**src/rtl/spy_host_pkg.sv**
```systemverilog
// Shared opcodes, state encoding and byte helpers for the spy host and the spy port.
package spy_host_pkg;

    localparam logic [3:0] NIB_D0   = 4'h3;
    localparam logic [3:0] NIB_D1   = 4'h4;
    localparam logic [3:0] NIB_D2   = 4'h5;
    localparam logic [3:0] NIB_D3   = 4'h6;
    localparam logic [2:0] OP_READ  = 3'b100;
    localparam logic [2:0] OP_WRITE = 3'b101;

    localparam logic [2:0] TX_LAST_WR = 3'd4;
    localparam logic [2:0] RX_LAST    = 3'd3;

    typedef enum logic [3:0] {
        IDLE, DRAIN, TX_LOAD, TX_ACK, TX_WAIT, RX_WAIT, RX_REQ, RX_REL, DONE
    } state_t;

    // Byte idx of an outgoing command: four data nibbles then the write opcode, or a lone read opcode.
    function automatic logic [7:0] tx_byte(input logic is_write, input logic [4:0] addr,
                                           input logic [15:0] wdata, input logic [2:0] idx);
        logic [7:0] b;
        b = {OP_READ, addr};
        if (is_write) begin
            case (idx)
                3'd0:    b = {NIB_D0, wdata[15:12]};
                3'd1:    b = {NIB_D1, wdata[11:8]};
                3'd2:    b = {NIB_D2, wdata[7:4]};
                3'd3:    b = {NIB_D3, wdata[3:0]};
                default: b = {OP_WRITE, addr};
            endcase
        end
        return b;
    endfunction

    function automatic logic [3:0] rx_nib(input logic [1:0] idx);
        return NIB_D0 + {2'b00, idx};
    endfunction

endpackage

```
**src/rtl/spy_host_uart.sv**
```systemverilog
// 8N1 UART with request/acknowledge handshakes on both the load and the receive side.
module spy_host_uart #(
    parameter int unsigned CLKS_PER_BIT = 16
) (
    input  logic       clk,
    input  logic       reset,
    input  logic       tx_enable,
    input  logic       rx_enable,
    input  logic [7:0] tx_data,
    input  logic       ld_tx_req,
    output logic       ld_tx_ack,
    output logic       tx_empty,
    output logic       txd,
    input  logic       rxd,
    output logic [7:0] rx_data,
    input  logic       rx_req,
    output logic       rx_ack,
    output logic       rx_empty
);
    localparam logic [15:0] BIT_LAST  = 16'(CLKS_PER_BIT - 1);
    localparam logic [15:0] HALF_LAST = 16'(CLKS_PER_BIT / 2 - 1);

    logic [9:0]  tx_shift;
    logic [3:0]  tx_bits;
    logic [15:0] tx_baud;
    logic [1:0]  rx_sync;
    logic        rx_busy;
    logic [7:0]  rx_shift;
    logic [3:0]  rx_bits;
    logic [15:0] rx_baud;

    assign txd = tx_empty | tx_shift[0];

    always_ff @(posedge clk or posedge reset) begin
        if (reset) begin
            ld_tx_ack <= 1'b0;
            tx_empty  <= 1'b1;
            tx_shift  <= '1;
            tx_bits   <= 4'd0;
            tx_baud   <= 16'd0;
        end else begin
            if (!ld_tx_req) begin
                ld_tx_ack <= 1'b0;
            end else if (!ld_tx_ack && tx_empty && tx_enable) begin
                ld_tx_ack <= 1'b1;
                tx_empty  <= 1'b0;
                tx_shift  <= {1'b1, tx_data, 1'b0};
                tx_bits   <= 4'd10;
                tx_baud   <= BIT_LAST;
            end
            if (!tx_empty) begin
                if (tx_baud != 16'd0) begin
                    tx_baud <= tx_baud - 16'd1;
                end else begin
                    tx_baud  <= BIT_LAST;
                    tx_shift <= {1'b1, tx_shift[9:1]};
                    tx_bits  <= tx_bits - 4'd1;
                    if (tx_bits == 4'd1) tx_empty <= 1'b1;
                end
            end
        end
    end

    // rx_bits: 10 = start-bit check, 9..2 = data, 1 = stop bit.
    always_ff @(posedge clk or posedge reset) begin
        if (reset) begin
            rx_sync  <= 2'b11;
            rx_busy  <= 1'b0;
            rx_shift <= 8'h00;
            rx_bits  <= 4'd0;
            rx_baud  <= 16'd0;
            rx_data  <= 8'h00;
            rx_ack   <= 1'b0;
            rx_empty <= 1'b1;
        end else begin
            rx_sync <= {rx_sync[0], rxd};
            if (!rx_req) begin
                rx_ack <= 1'b0;
            end else if (!rx_ack && !rx_empty) begin
                rx_ack   <= 1'b1;
                rx_empty <= 1'b1;
            end
            if (!rx_busy) begin
                if (rx_enable && !rx_sync[1]) begin
                    rx_busy <= 1'b1;
                    rx_baud <= HALF_LAST;
                    rx_bits <= 4'd10;
                end
            end else if (rx_baud != 16'd0) begin
                rx_baud <= rx_baud - 16'd1;
            end else begin
                rx_baud <= BIT_LAST;
                rx_bits <= rx_bits - 4'd1;
                if (rx_bits == 4'd10) begin
                    if (rx_sync[1]) rx_busy <= 1'b0;
                end else if (rx_bits == 4'd1) begin
                    rx_busy <= 1'b0;
                    if (rx_sync[1]) begin
                        rx_data  <= rx_shift;
                        rx_empty <= 1'b0;
                    end
                end else begin
                    rx_shift <= {rx_sync[1], rx_shift[7:1]};
                end
            end
        end
    end

endmodule

```
**src/rtl/spy_host.sv**
```systemverilog
// Register read/write host for the spy port: turns one command into the serial byte exchange.
//
// state   | meaning
// IDLE    | waiting for cmd_req; stray RX bytes are drained first
// DRAIN   | discarding one stray RX byte
// TX_LOAD | present command byte idx to the UART
// TX_ACK  | ld_tx_req held until ld_tx_ack
// TX_WAIT | ld_tx_ack released and transmitter empty
// RX_WAIT | waiting for response byte idx, timeout running
// RX_REQ  | rx_req held until rx_ack, byte checked and captured
// RX_REL  | waiting for rx_ack to drop
// DONE    | one-cycle done pulse
module spy_host
    import spy_host_pkg::*;
#(
    parameter logic [23:0] TIMEOUT      = 24'd1_000_000,
    parameter int unsigned CLKS_PER_BIT = 16
) (
    input  logic        clk,
    input  logic        reset,
    input  logic        cmd_req,
    output logic        cmd_ack,
    input  logic        cmd_write,
    input  logic [4:0]  cmd_addr,
    input  logic [15:0] cmd_wdata,
    output logic [15:0] rdata,
    output logic        done,
    output logic        error,
    output logic        busy,
    output logic        rs232_txd,
    input  logic        rs232_rxd
);
    state_t      state;
    logic        is_write;
    logic [4:0]  addr;
    logic [15:0] wdata;
    logic [2:0]  idx;
    logic [23:0] tmo;
    logic [7:0]  tx_data;
    logic        ld_tx_req, ld_tx_ack, tx_empty;
    logic        rx_req, rx_ack, rx_empty;
    logic [7:0]  rx_data;

    spy_host_uart #(.CLKS_PER_BIT(CLKS_PER_BIT)) u_uart (
        .clk       (clk),
        .reset     (reset),
        .tx_enable (1'b1),
        .rx_enable (1'b1),
        .tx_data   (tx_data),
        .ld_tx_req (ld_tx_req),
        .ld_tx_ack (ld_tx_ack),
        .tx_empty  (tx_empty),
        .txd       (rs232_txd),
        .rxd       (rs232_rxd),
        .rx_data   (rx_data),
        .rx_req    (rx_req),
        .rx_ack    (rx_ack),
        .rx_empty  (rx_empty)
    );

    always_ff @(posedge clk or posedge reset) begin
        if (reset) begin
            state     <= IDLE;
            is_write  <= 1'b0;
            addr      <= 5'd0;
            wdata     <= 16'h0;
            idx       <= 3'd0;
            tmo       <= 24'd0;
            tx_data   <= 8'h00;
            ld_tx_req <= 1'b0;
            rx_req    <= 1'b0;
            cmd_ack   <= 1'b0;
            done      <= 1'b0;
            error     <= 1'b0;
            busy      <= 1'b0;
            rdata     <= 16'h0;
        end else begin
            cmd_ack <= 1'b0;
            done    <= 1'b0;
            case (state)
                IDLE: begin
                    if (!rx_empty) begin
                        rx_req <= 1'b1;
                        state  <= DRAIN;
                    end else if (cmd_req) begin
                        is_write <= cmd_write;
                        addr     <= cmd_addr;
                        wdata    <= cmd_wdata;
                        idx      <= 3'd0;
                        cmd_ack  <= 1'b1;
                        busy     <= 1'b1;
                        error    <= 1'b0;
                        state    <= TX_LOAD;
                    end
                end
                DRAIN: begin
                    if (rx_req && rx_ack) rx_req <= 1'b0;
                    else if (!rx_req && !rx_ack) state <= IDLE;
                end
                TX_LOAD: begin
                    tx_data   <= tx_byte(is_write, addr, wdata, idx);
                    ld_tx_req <= 1'b1;
                    state     <= TX_ACK;
                end
                TX_ACK: begin
                    if (ld_tx_ack) begin
                        ld_tx_req <= 1'b0;
                        state     <= TX_WAIT;
                    end
                end
                TX_WAIT: begin
                    if (!ld_tx_ack && tx_empty) begin
                        if (!is_write) begin
                            idx   <= 3'd0;
                            tmo   <= 24'd0;
                            state <= RX_WAIT;
                        end else if (idx == TX_LAST_WR) begin
                            done  <= 1'b1;
                            state <= DONE;
                        end else begin
                            idx   <= idx + 3'd1;
                            state <= TX_LOAD;
                        end
                    end
                end
                RX_WAIT: begin
                    if (!rx_empty) begin
                        rx_req <= 1'b1;
                        state  <= RX_REQ;
                    end else if (tmo == TIMEOUT - 24'd1) begin
                        error <= 1'b1;
                        done  <= 1'b1;
                        state <= DONE;
                    end else begin
                        tmo <= tmo + 24'd1;
                    end
                end
                RX_REQ: begin
                    if (rx_ack) begin
                        rx_req <= 1'b0;
                        if (rx_data[7:4] == rx_nib(idx[1:0])) begin
                            // Byte 0 lands in rdata[15:12], byte 3 in rdata[3:0].
                            rdata[{~idx[1:0], 2'b00} +: 4] <= rx_data[3:0];
                            state <= RX_REL;
                        end else begin
                            error <= 1'b1;
                            done  <= 1'b1;
                            state <= DONE;
                        end
                    end
                end
                RX_REL: begin
                    if (!rx_ack) begin
                        if (idx == RX_LAST) begin
                            done  <= 1'b1;
                            state <= DONE;
                        end else begin
                            idx   <= idx + 3'd1;
                            tmo   <= 24'd0;
                            state <= RX_WAIT;
                        end
                    end
                end
                DONE: begin
                    busy  <= 1'b0;
                    state <= IDLE;
                end
                default: state <= IDLE;
            endcase
        end
    end

endmodule

```
**config.mk**
```make
export PLATFORM = sky130hd
export DESIGN_NAME = spy_host
export DESIGN_NICKNAME = d
export VERILOG_FILES = /design/src/rtl/spy_host_pkg.sv /design/src/rtl/spy_host_uart.sv /design/src/rtl/spy_host.sv
export SDC_FILE = /design/constraint.sdc
export NUM_CORES = 1
export LEC_CHECK = 0
export BUFFER_PORTS_ARGS = -buffer_cell sky130_fd_sc_hd__buf_2
export CORE_MARGIN = 4
export CORE_UTILIZATION = 40
export DETAILED_ROUTE_END_ITERATION = 8
export HOLD_SLACK_MARGIN = 0.15
export PLACE_DENSITY = 0.55
export SETUP_SLACK_MARGIN = 0.5
export SLEW_MARGIN = 40
export SYNTH_ARGS = -nofsm -noshare
export SYNTH_HDL_FRONTEND = slang
export SYNTH_SLANG_ARGS = --single-unit
```
**constraint.sdc**
```tcl
create_clock -name clk -period 9.09 [get_ports clk]
set_clock_uncertainty 0.2 [all_clocks]
set_input_delay 0.4545 -clock clk [delete_from_list [all_inputs] [get_ports clk]]
set_output_delay 0.4545 -clock clk [all_outputs]
set_load 0.03 [all_outputs]
```
==> Word-level counts from Yosys, hierarchy flattened <==
Index checks and enable logic that the tools add are counted.
{ "word_totals": {"regBits": 156, "inputBits": 26, "elab_cells": 217, "out_inout_bits": 21} }
{ "classes": {"addsub": 8, "n_mux": 101, "shift": 2, "eq_ne": 42, "bitwise_logic": 5, "n_reduce_logical": 32} }
{ "op_table": {"columns": ["op", "n"], "rows": [
  ["24-bit 2-to-1 mux", 6],
  ["16-bit 2-to-1 mux", 7],
  ["4-bit 2-to-1 mux", 21],
  ["24-bit one-hot mux with 3 select lines", 1],
  ["1-bit 2-to-1 mux", 45],
  ["10-bit 2-to-1 mux", 4],
  ["2-bit inequality test (second input constant)", 16],
  ["4-bit one-hot mux with 8 select lines", 1],
  ["8-bit one-hot mux with 4 select lines", 1],
  ["16-bit nonzero test", 2],
  ["16-bit by 1-bit subtractor with 16-bit output (second input constant)", 2],
  ["24-bit by 1-bit adder with 24-bit output (second input constant)", 1],
  ["24-bit by 20-bit == test with 1-bit output (second input constant)", 1],
  ["3-bit 2-to-1 mux", 7],
  ["7-bit AND reduction", 3],
  ["16-bit bitwise mux", 1],
  ["4-bit by 3-bit == test with 1-bit output (second input constant)", 4],
  ["4-bit by 6-bit variable shift with 16-bit output (first input constant)", 1],
  ["4-bit by 6-bit indexed part select with 16-bit output", 1],
  ["4-bit by 1-bit == test with 1-bit output (second input constant)", 3],
  ["2-bit by 1-bit inequality test with 1-bit output (second input constant)", 6],
  ["3-bit nonzero test", 4],
  ["3-bit inequality test (second input constant)", 3],
  ["3-bit one-hot mux with 3 select lines", 1],
  ["other kinds (28)", 48]
]} }

==> Depth between registers and ports, before layout <==
Gate-level depths: netlist of run 1.
{ "depth": {"depth_word": 9, "ltp_mapped": 11, "depth_no_buf": 7} }

==> Hierarchy <==
A second synthesis of run 1 with hierarchy kept.
{ "hier_totals": {"hier_cells": 778, "hier_area_um2": 7872.6} }
{ "modules_own_cells": {"columns": ["module", "area_per_inst_um2", "seq_area_each_um2", "cells_each", "instances"], "rows": [
  ["spy_host", 4384.2, 2077.0, 449, 1],
  ["spy_host_uart", 3488.3, 1844.3, 329, 1]
]} }

==> Least setup slack after synthesis of run 1 <==
Ideal clock, no wire load.
{ "synth_timing": {"path_type": "reg-to-reg", "start": "reg idx[0]", "end": "reg rdata[12]", "setup_ns": 0.119, "arrival_time_ns": 2.206, "path_stages_with_launch": 12, "slack_ns": 6.565, "synth_period_minus_slack_ns": 2.525, "path_cell_list": "dfrtp_1 > clkbuf_2 > inv_1 > ha_1 > clkbuf_1 > xnor2_1 > nor4_2 > nor2b_1 > clkbuf_2 > buf_4 > nand2_1 > a21bo_2"} }
{ "synth_between": {"elab_chain_cells": 4, "word_cells_on_any_way": 8, "classes_between": "add/sub (2); eq/ne (1); shift (2); mux (1); bitwise (1); reduce/logical (1)"} }
{ "synth_rtl": {"columns": ["element", "line_no", "source"], "rows": [
  ["start, declared", "spy_host.sv:37", "logic [2:0] idx;"],
  ["start signal, assigned", "spy_host.sv:121", "idx <= idx + 3'd1;"],
  ["start signal, assigned", "spy_host.sv:158", "idx <= idx + 3'd1;"],
  ["2-bit NOT", "spy_host.sv:143", "rdata[{~idx[1:0], 2'b00} +: 4] <= rx_data[3:0];"],
  ["4-bit negator with 6-bit output", "spy_host.sv:143", null],
  ["4-bit by 6-bit indexed part select with 16-bit output or 4-bit by 6-bit variable shift with 16-bit output (tied branches)", "spy_host.sv:143", null],
  ["16-bit bitwise mux", "spy_host.sv:143", null],
  ["end signal, assigned by index", "spy_host.sv:143", null],
  ["end, declared", "spy_host.sv:26", "output logic [15:0] rdata,"]
]} }
Several ways; a longest one is shown, not always the timed one.
A chain may end at the register's enable or synchronous reset.

==> Worst setup path after layout of run 1 <==
{ "layout_timing": {"start": "reg idx[0]", "end": "reg rdata[6]"} }
The elaborated chain is that of the path after synthesis.

==> summary.txt, run 1 <==
status - completed
# port buffers - 46
Vias - 6401
Max clock buf depth - 2
final wirelength - 18830 um
PD cells - 235.6 nW/um^2
Worst Hold Class - reg -> reg
Synth Register Bits - 156
Netlist cell types - 68
Post-synth EDFFs - 0
Synth async-reset ratio - 100.0%
TritonRoute pass-1 iters - 5
Synthesized Nets - 894
Max VDD drop - 0.1392 mV
RD Place Congestion - 0.8096
crit path DAT - 3.31 ns
Setup crit start kind - register
Reg power frac - 43.4%
H-tree depth - 4
Setup Crit Path Kind - reg -> reg
Post-CTS Hold Fix Bufs - 24
Worst Setup EP - rdata[6]
Sw Share - 36.32%
Post-DP HPWL - 12560 um
Max Freq - 313.5 MHz
Comb pwr share - 24.3%
GRT Total Usage - 17.45%
max_slew headroom - 49.25%
DR WL/cell - 15.91 um
clock sink total - 156
Synth area leader - dfrtp_1
Post-synth top flop - dfrtp_1
Core Area - 19590 sq um
clock network power share - 32.3%
share of cells above drive strength 1 - 18.17%
Worst setup startpoint - idx[0]
grt total ovfl - 0
row count - 51
setup TNS - 0 ns
Reg2Reg Setup Slack - 5.90 ns
Final Slew Violations - 0
WP data required - 9.21 ns
Vias/cell - 5.406
Die ar. - 22430 sq um
Leakage - 0.004168 uW
# Post-CTS Setup Buffers - 0
num ports - 47
Clock Pin Slew Worst Setup and Hold Paths - 0.07 ns
worst-path fanout max - 16
Die Ht - 149.8 um
Initial Utilization - 41.03%
antenna viol nets, final - 0
design internal power - 1396 uW
hold_sp - u_uart.rx_sync[0]
unrepaired setup endpoints after global routing - no
Layout Utilization - 47.49%
Post-Syn Area - 8038 sq um
TritonCTS Buffers - 17
min Tclk post-route - 3.190 ns
fin crit share - 35.09%
Worst-Margin Slew - 0.7533 ns
largest net degree at the start of global routing - 82
Avg Cell Area, Syn - 9.401 sq um
Crit. End Element - register
RR Endpoint - rdata[6]
CTS tree - done
final setup vio count - 0
first-pass GRT wire length - 31370 um
vias in the first global route - 5962
sw power - 796.0 uW
post_cts resized - 0
Area contributors post-synth - dfrtp_1 (44%), nand2_1 (6.2%), o21ai_0 (4.8%)
initial antenna violation count - 0
# diodes - 0
worst r2r src - idx[0]
Seq/Total Area, Yosys - 48.79%
share of the synthesized area in the top cell type - 44.21%
R2R depth - 7
initial drt markers - 465
Final Net Count - 945
number of max-cap violations - 0
DR DRC count - 0
Post-Synthesis Cells - 855
number of warnings issued by yosys - 0
Layout area overhead - 15.74%
root buffer cell - clkbuf_16
Die Wd - 149.8 um
insertion delay to the later sink of the worst-skew pair - 0.43 ns
final hold viol count - 0
[metal layers]
layer  global-route usage [%]  part of all wire [%]  wire length (um)  vias to the layer above
met1                    26.50                    51              9610                     3081
met5                        0                     0                 0                        -
met3                    3.574                   3.5               656                       17
met2                    25.23                    44              8360                      108
li1                         -                     -                 -                     3195
met4                    4.895                   1.1               205                        0
[cell type report]
| cell class | instances | area (sq um) |
|---|---|---|
| multi-input combinational | 619 | 3807 |
| sequential | 156 | 3921 |
| clock inverter | 15 | 162.7 |
| fill | 1853 | 10290 |
| clock buffer | 17 | 425.4 |
| inverter | 38 | 150.1 |
| timing repair buffer | 74 | 504.2 |
| tap | 265 | 331.6 |
[worst max-delay path: stages, from the launching register on]
cell and delay [ns]:
dfrtp_1 0.48, inv_1 0.16, ha_1 0.55, xnor2_1 0.16
nor4_2 0.35, nor2b_2 0.61, nand2_1 0.25, mux2_2 0.32
[placed cells by master (no fill, tap or decap), types with 5 or more instances in the layout]
| cell | netlist | final |
|---|---|---|
| or3_1 | 9 | 9 |
| clkbuf_16 | 0 | 17 |
| a22o_1 | 6 | 6 |
| mux2_2 | 27 | 27 |
| o21ai_0 | 77 | 77 |
| o21ai_1 | 6 | 6 |
| buf_2 | 8 | 46 |
| a21bo_2 | 14 | 14 |
| inv_6 | 0 | 5 |
| nor2_1 | 51 | 49 |
| nand2_1 | 133 | 133 |
| inv_8 | 0 | 5 |
| a21oi_1 | 34 | 33 |
| a31oi_1 | 26 | 26 |
| dlygate4sd3_1 | 0 | 24 |
| nor4_1 | 11 | 11 |
| o31ai_1 | 7 | 7 |
| nand2b_1 | 8 | 8 |
| ha_1 | 13 | 13 |
| dfrtp_1 | 142 | 142 |
| o31a_1 | 6 | 6 |
| mux2i_1 | 14 | 14 |
| dfstp_2 | 14 | 14 |
| nor3_1 | 23 | 23 |
| inv_1 | 38 | 37 |
| and3_1 | 12 | 12 |
| nand3_1 | 34 | 34 |
| nand4_1 | 22 | 22 |
| nor2b_1 | 6 | 5 |
[synth_stat cells (6+ instances only)]
cell / n
a31oi_1: 26
o31a_1: 6
clkbuf_1: 27
nand3_1: 34
dfstp_2: 14
and3_1: 12
inv_1: 38
nor2b_1: 6
o31ai_1: 7
nor4_1: 11
o21ai_1: 6
nor2_1: 51
a22o_1: 6
mux2i_1: 14
a21bo_2: 14
or3_1: 9
nor3_1: 23
ha_1: 13
a21oi_1: 34
nand2_1: 133
o21ai_0: 77
nand4_1: 22
buf_2: 8
nand2b_1: 8
dfrtp_1: 142
mux2_2: 27
[power groups by stage]
stage	registers [uW]	logic, uW	clock network, uW
after floorplan	901	454	0
after global placement	961	520	0
after detailed placement	963	527	0
after CTS	950	536	728
after global routing	973	611	757
final	951	533	707
[metrics by stage]
| stage | hold WS, ns | total power, uW | std cells | setup WS [ns] | area, sq um |
|---|---|---|---|---|---|
| floorplan | 0.1452 | 1355 | 855 | 4.252 | 8038 |
| global placement | 0.1478 | 1480 | 1128 | 5.667 | 8457 |
| detailed placement | 0.1493 | 1490 | 1128 | 5.891 | 8468 |
| CTS | 0.1594 | 2214 | 1184 | 5.897 | 9296 |
| global route | 0.1618 | 2341 | 1184 | 5.590 | 9303 |
| finish | 0.1580 | 2192 | 1184 | 5.900 | 9303 |
[flip-flops by register name, summed over array words and instances (netlist names), 8 cells and up]
register         flops
wdata               16
tx_data              8
u_uart.tx_baud      16
u_uart.rx_shift      8
rdata               16
u_uart.rx_data       8
tmo                 24
u_uart.rx_baud      16
u_uart.tx_shift     10
[cell families (layout without fill, tap and decap cells)]
| kind of cell | count (synthesis) | after routing | synth area share [%] |
|---|---|---|---|
| adder cells (fa/ha/maj) | 13 | 13 | 2.024 |
| multiplexers | 41 | 41 | 5.526 |
| flip-flops | 156 | 156 | 48.79 |
| XOR/XNOR | 8 | 8 | 0.8716 |
| AND/OR/NAND/NOR | 339 | 339 | 21.23 |
| buffers and inverters | 80 | 144 | 3.985 |
| AO/OA/AOI/OAI | 218 | 218 | 17.58 |
[worst min-delay path by stage]
stage / to / depth (start not counted)
after floorplan: u_uart.rx_sync[1] / 0
after global placement: u_uart.rx_sync[1] / 0
after detailed placement: u_uart.rx_sync[1] / 0
after CTS: u_uart.rx_sync[1] / 0
after global routing: u_uart.rx_sync[1] / 0
final: u_uart.rx_sync[1] / 0
No activity file was read; power rests on OpenSTA's default activity.
==> run 2: changes to the inputs <==
clock period = 3.2 ns   (was 9.09 ns; I/O delays follow)
==> run 2 against run 1 <==
Global-route usage increased by 0.53 points. Cell area increased by 2.3%. Hold slack improved by 0.0019 ns. Register-to-register slack got worse by 5.2 ns. Wire length increased by 2.7%. Critical endpoint is now u_uart.rx_data[4].
==> summary.txt, run 2 (synthesized netlist as in run 1, its figures left out) <==
CTS tree - done
Post-DP HPWL - 13420 um (+6.9%)
final wirelength - 19340 um (+2.7%)
DR WL/cell - 16.03 um (+0.81%)
Max VDD drop - 0.4166 mV (+200%)
Core Area - 19590 sq um (unchanged)
Clock Pin Slew Worst Setup and Hold Paths - 0.07 ns (about the same)
Final WS setup - 0.6969 ns (-5.203 ns)
clock sink total - 156 (unchanged)
Worst-Margin Slew - 0.7671 ns (+0.01380 ns)
crit path DAT - 2.62 ns (-0.69 ns)
grt total ovfl - 0 (unchanged)
CP Cell Sequence - nor3_1 -> nand2_1 -> nor4_1 -> and4_1 -> mux2_2
largest net degree at the start of global routing - 51 (-38%)
# diodes - 0 (unchanged)
initial antenna violation count - 0 (unchanged)
Setup crit start kind - register
CP top delay family - simple AND/OR/NAND/NOR gates
Initial Utilization - 41.03% (unchanged)
H-tree depth - 4 (unchanged)
Die Ht - 149.8 um (unchanged)
TritonCTS Buffers - 17 (unchanged)
unrepaired setup endpoints after global routing - no
Die ar. - 22430 sq um (unchanged)
Reg2Reg Setup Slack - 0.70 ns (-5.20 ns)
placed insts - 1147 (+1.7%)
Power Total - 6397 uW (+190%)
Buf+Inv Stages, Crit Path - 0 (-1)
initial drt markers - 359 (-23%)
final setup vio count - 0 (unchanged)
global route hottest layer - met2
max_slew headroom - 48.80% (-0.45 points)
fin crit share - 78.22% (+43 points)
share of cells above drive strength 1 - 19.45% (+1.3 points)
PD cells - 672.2 nW/um^2 (+190%)
max reg flops - 24 (unchanged)
num ports - 47 (unchanged)
Max clock buf depth - 2 (unchanged)
number of max-cap violations - 0 (unchanged)
first-pass GRT wire length - 32370 um (+3.2%)
Final Slew Violations - 0 (unchanged)
Setup Crit Path Kind - reg -> reg
filler cell count in the final layout - 1851 (-0.11%)
final std cells w/o fill - 1206 (+1.9%)
status - completed
Max Freq - 399.5 MHz (+27%)
GRT Total Usage - 17.98% (+0.53 points)
Crit. End Element - register
GR met1 Demand/Resource - 26.33% (-0.18 points)
grt met2 use - 26.74% (+1.5 points)
Multi-input gate area - 3801 sq um (-0.16%)
final hold viol count - 0 (unchanged)
Place WS - 0.5930 ns (-5.297 ns)
# port buffers - 46 (unchanged)
Vias/cell - 5.465 (+1.1%)
worst-path fanout max - 9 (-7)
critical path's slowest cell - and4_1
min Tclk post-route - 2.503 ns (-0.6866 ns)
vias in the first global route - 6389 (+7.2%)
Worst Hold Class - reg -> reg
setup TNS - 0 ns (unchanged)
row count - 51 (unchanged)
largest reg by FF count - tmo
insertion delay to the later sink of the worst-skew pair - 0.43 ns (about the same)
RD Place Congestion - 0.8530 (+5.4%)
leading cell type in the layout, fill and taps excluded - dfrtp_1
Final Net Count - 967 (+2.3%)
register area - 3923 sq um (about the same)
TritonRoute pass-1 iters - 6 (+1)
DR DRC count - 0 (unchanged)
met3 Track Usage GR - 2.968% (-0.61 points)
post-route cell area - 9517 sq um (+2.3%)
root buffer cell - clkbuf_16
Leakage - 0.004288 uW (+2.9%)
WP data required - 3.31 ns (-5.90 ns)
commonest cells after routing, fill and taps aside - dfrtp_1 (141), nand2_1 (133), o21ai_0 (77), nor2_1 (51), buf_2 (46)
Placed Area - 8623 sq um (+1.8%)
Die Wd - 149.8 um (unchanged)
Layout area overhead - 18.40%
CP max stage delay - 0.53 ns (-0.08 ns)
antenna viol nets, final - 0 (unchanged)
Vias - 6591 (+3.0%)
run 2: cell count changes in the layout (fill, tap and decap cells not counted), moves of 3 or more:
cell       previous run  this run
nor2_2                3         0
buf_4                 3        22
buf_12                0         3
bufinv_16             0         3
inv_8                 5         0
clkinv_8              3         0
inv_6                 5         2
run 2: cell type report:
type	instances	share of cell area, %
well taps	265	3.484
inverters	38	1.538
clock buffers	20	4.694
repair buffers	96	7.415
clock inverters	12	1.709
multi-input cells	619	39.94
flip-flops and latches	156	41.22
run 2: per-layer routing:
layer / up-vias / part of all wire (%)
li1: 3224 / -
met1: 3185 / 49
met2: 156 / 45
met3: 26 / 3.7
met4: 0 / 1.7
met5: - / 0
run 2: repair_timing:
action / in CTS / in global routing
endpoints found under the setup margin: 0 / 28
endpoints found under the hold margin: 79 / 2
resized for setup: 0 / 2
buffers inserted: 0 / 1
hold buffers: 24 / 1
run 2: worst paths after layout:
kind	from	depth (start not counted)	to
setup / recovery	u_uart.rx_baud[13]	5	u_uart.rx_data[4]
hold / removal	u_uart.rx_sync[0]	0	u_uart.rx_sync[1]
setup reg to reg	u_uart.rx_baud[13]	5	u_uart.rx_data[4]
hold reg to reg	u_uart.rx_sync[0]	0	u_uart.rx_sync[1]
max in group asynchronous	reset	6	u_uart.rx_empty
min in group asynchronous	reset	4	tx_data[7]
run 2: stage by stage:
step                      utilization [%]  hold slack [ns]
after floorplan                         -         -0.03552
after CTS                           48.36           0.1536
after global placement              44.02          0.06598
after global routing                48.58           0.1739
final                               48.58           0.1599
after detailed placement            44.02          0.06687
run 2: where the power goes:
part	total (uW)	switching [uW]	internal [uW]	leakage [uW]
Combinational	1650	981	667	0.00200
Sequential	2650	340	2310	0.00200
Clock	2100	840	1260	0.000291
Total	6400	2160	4240	0.00429
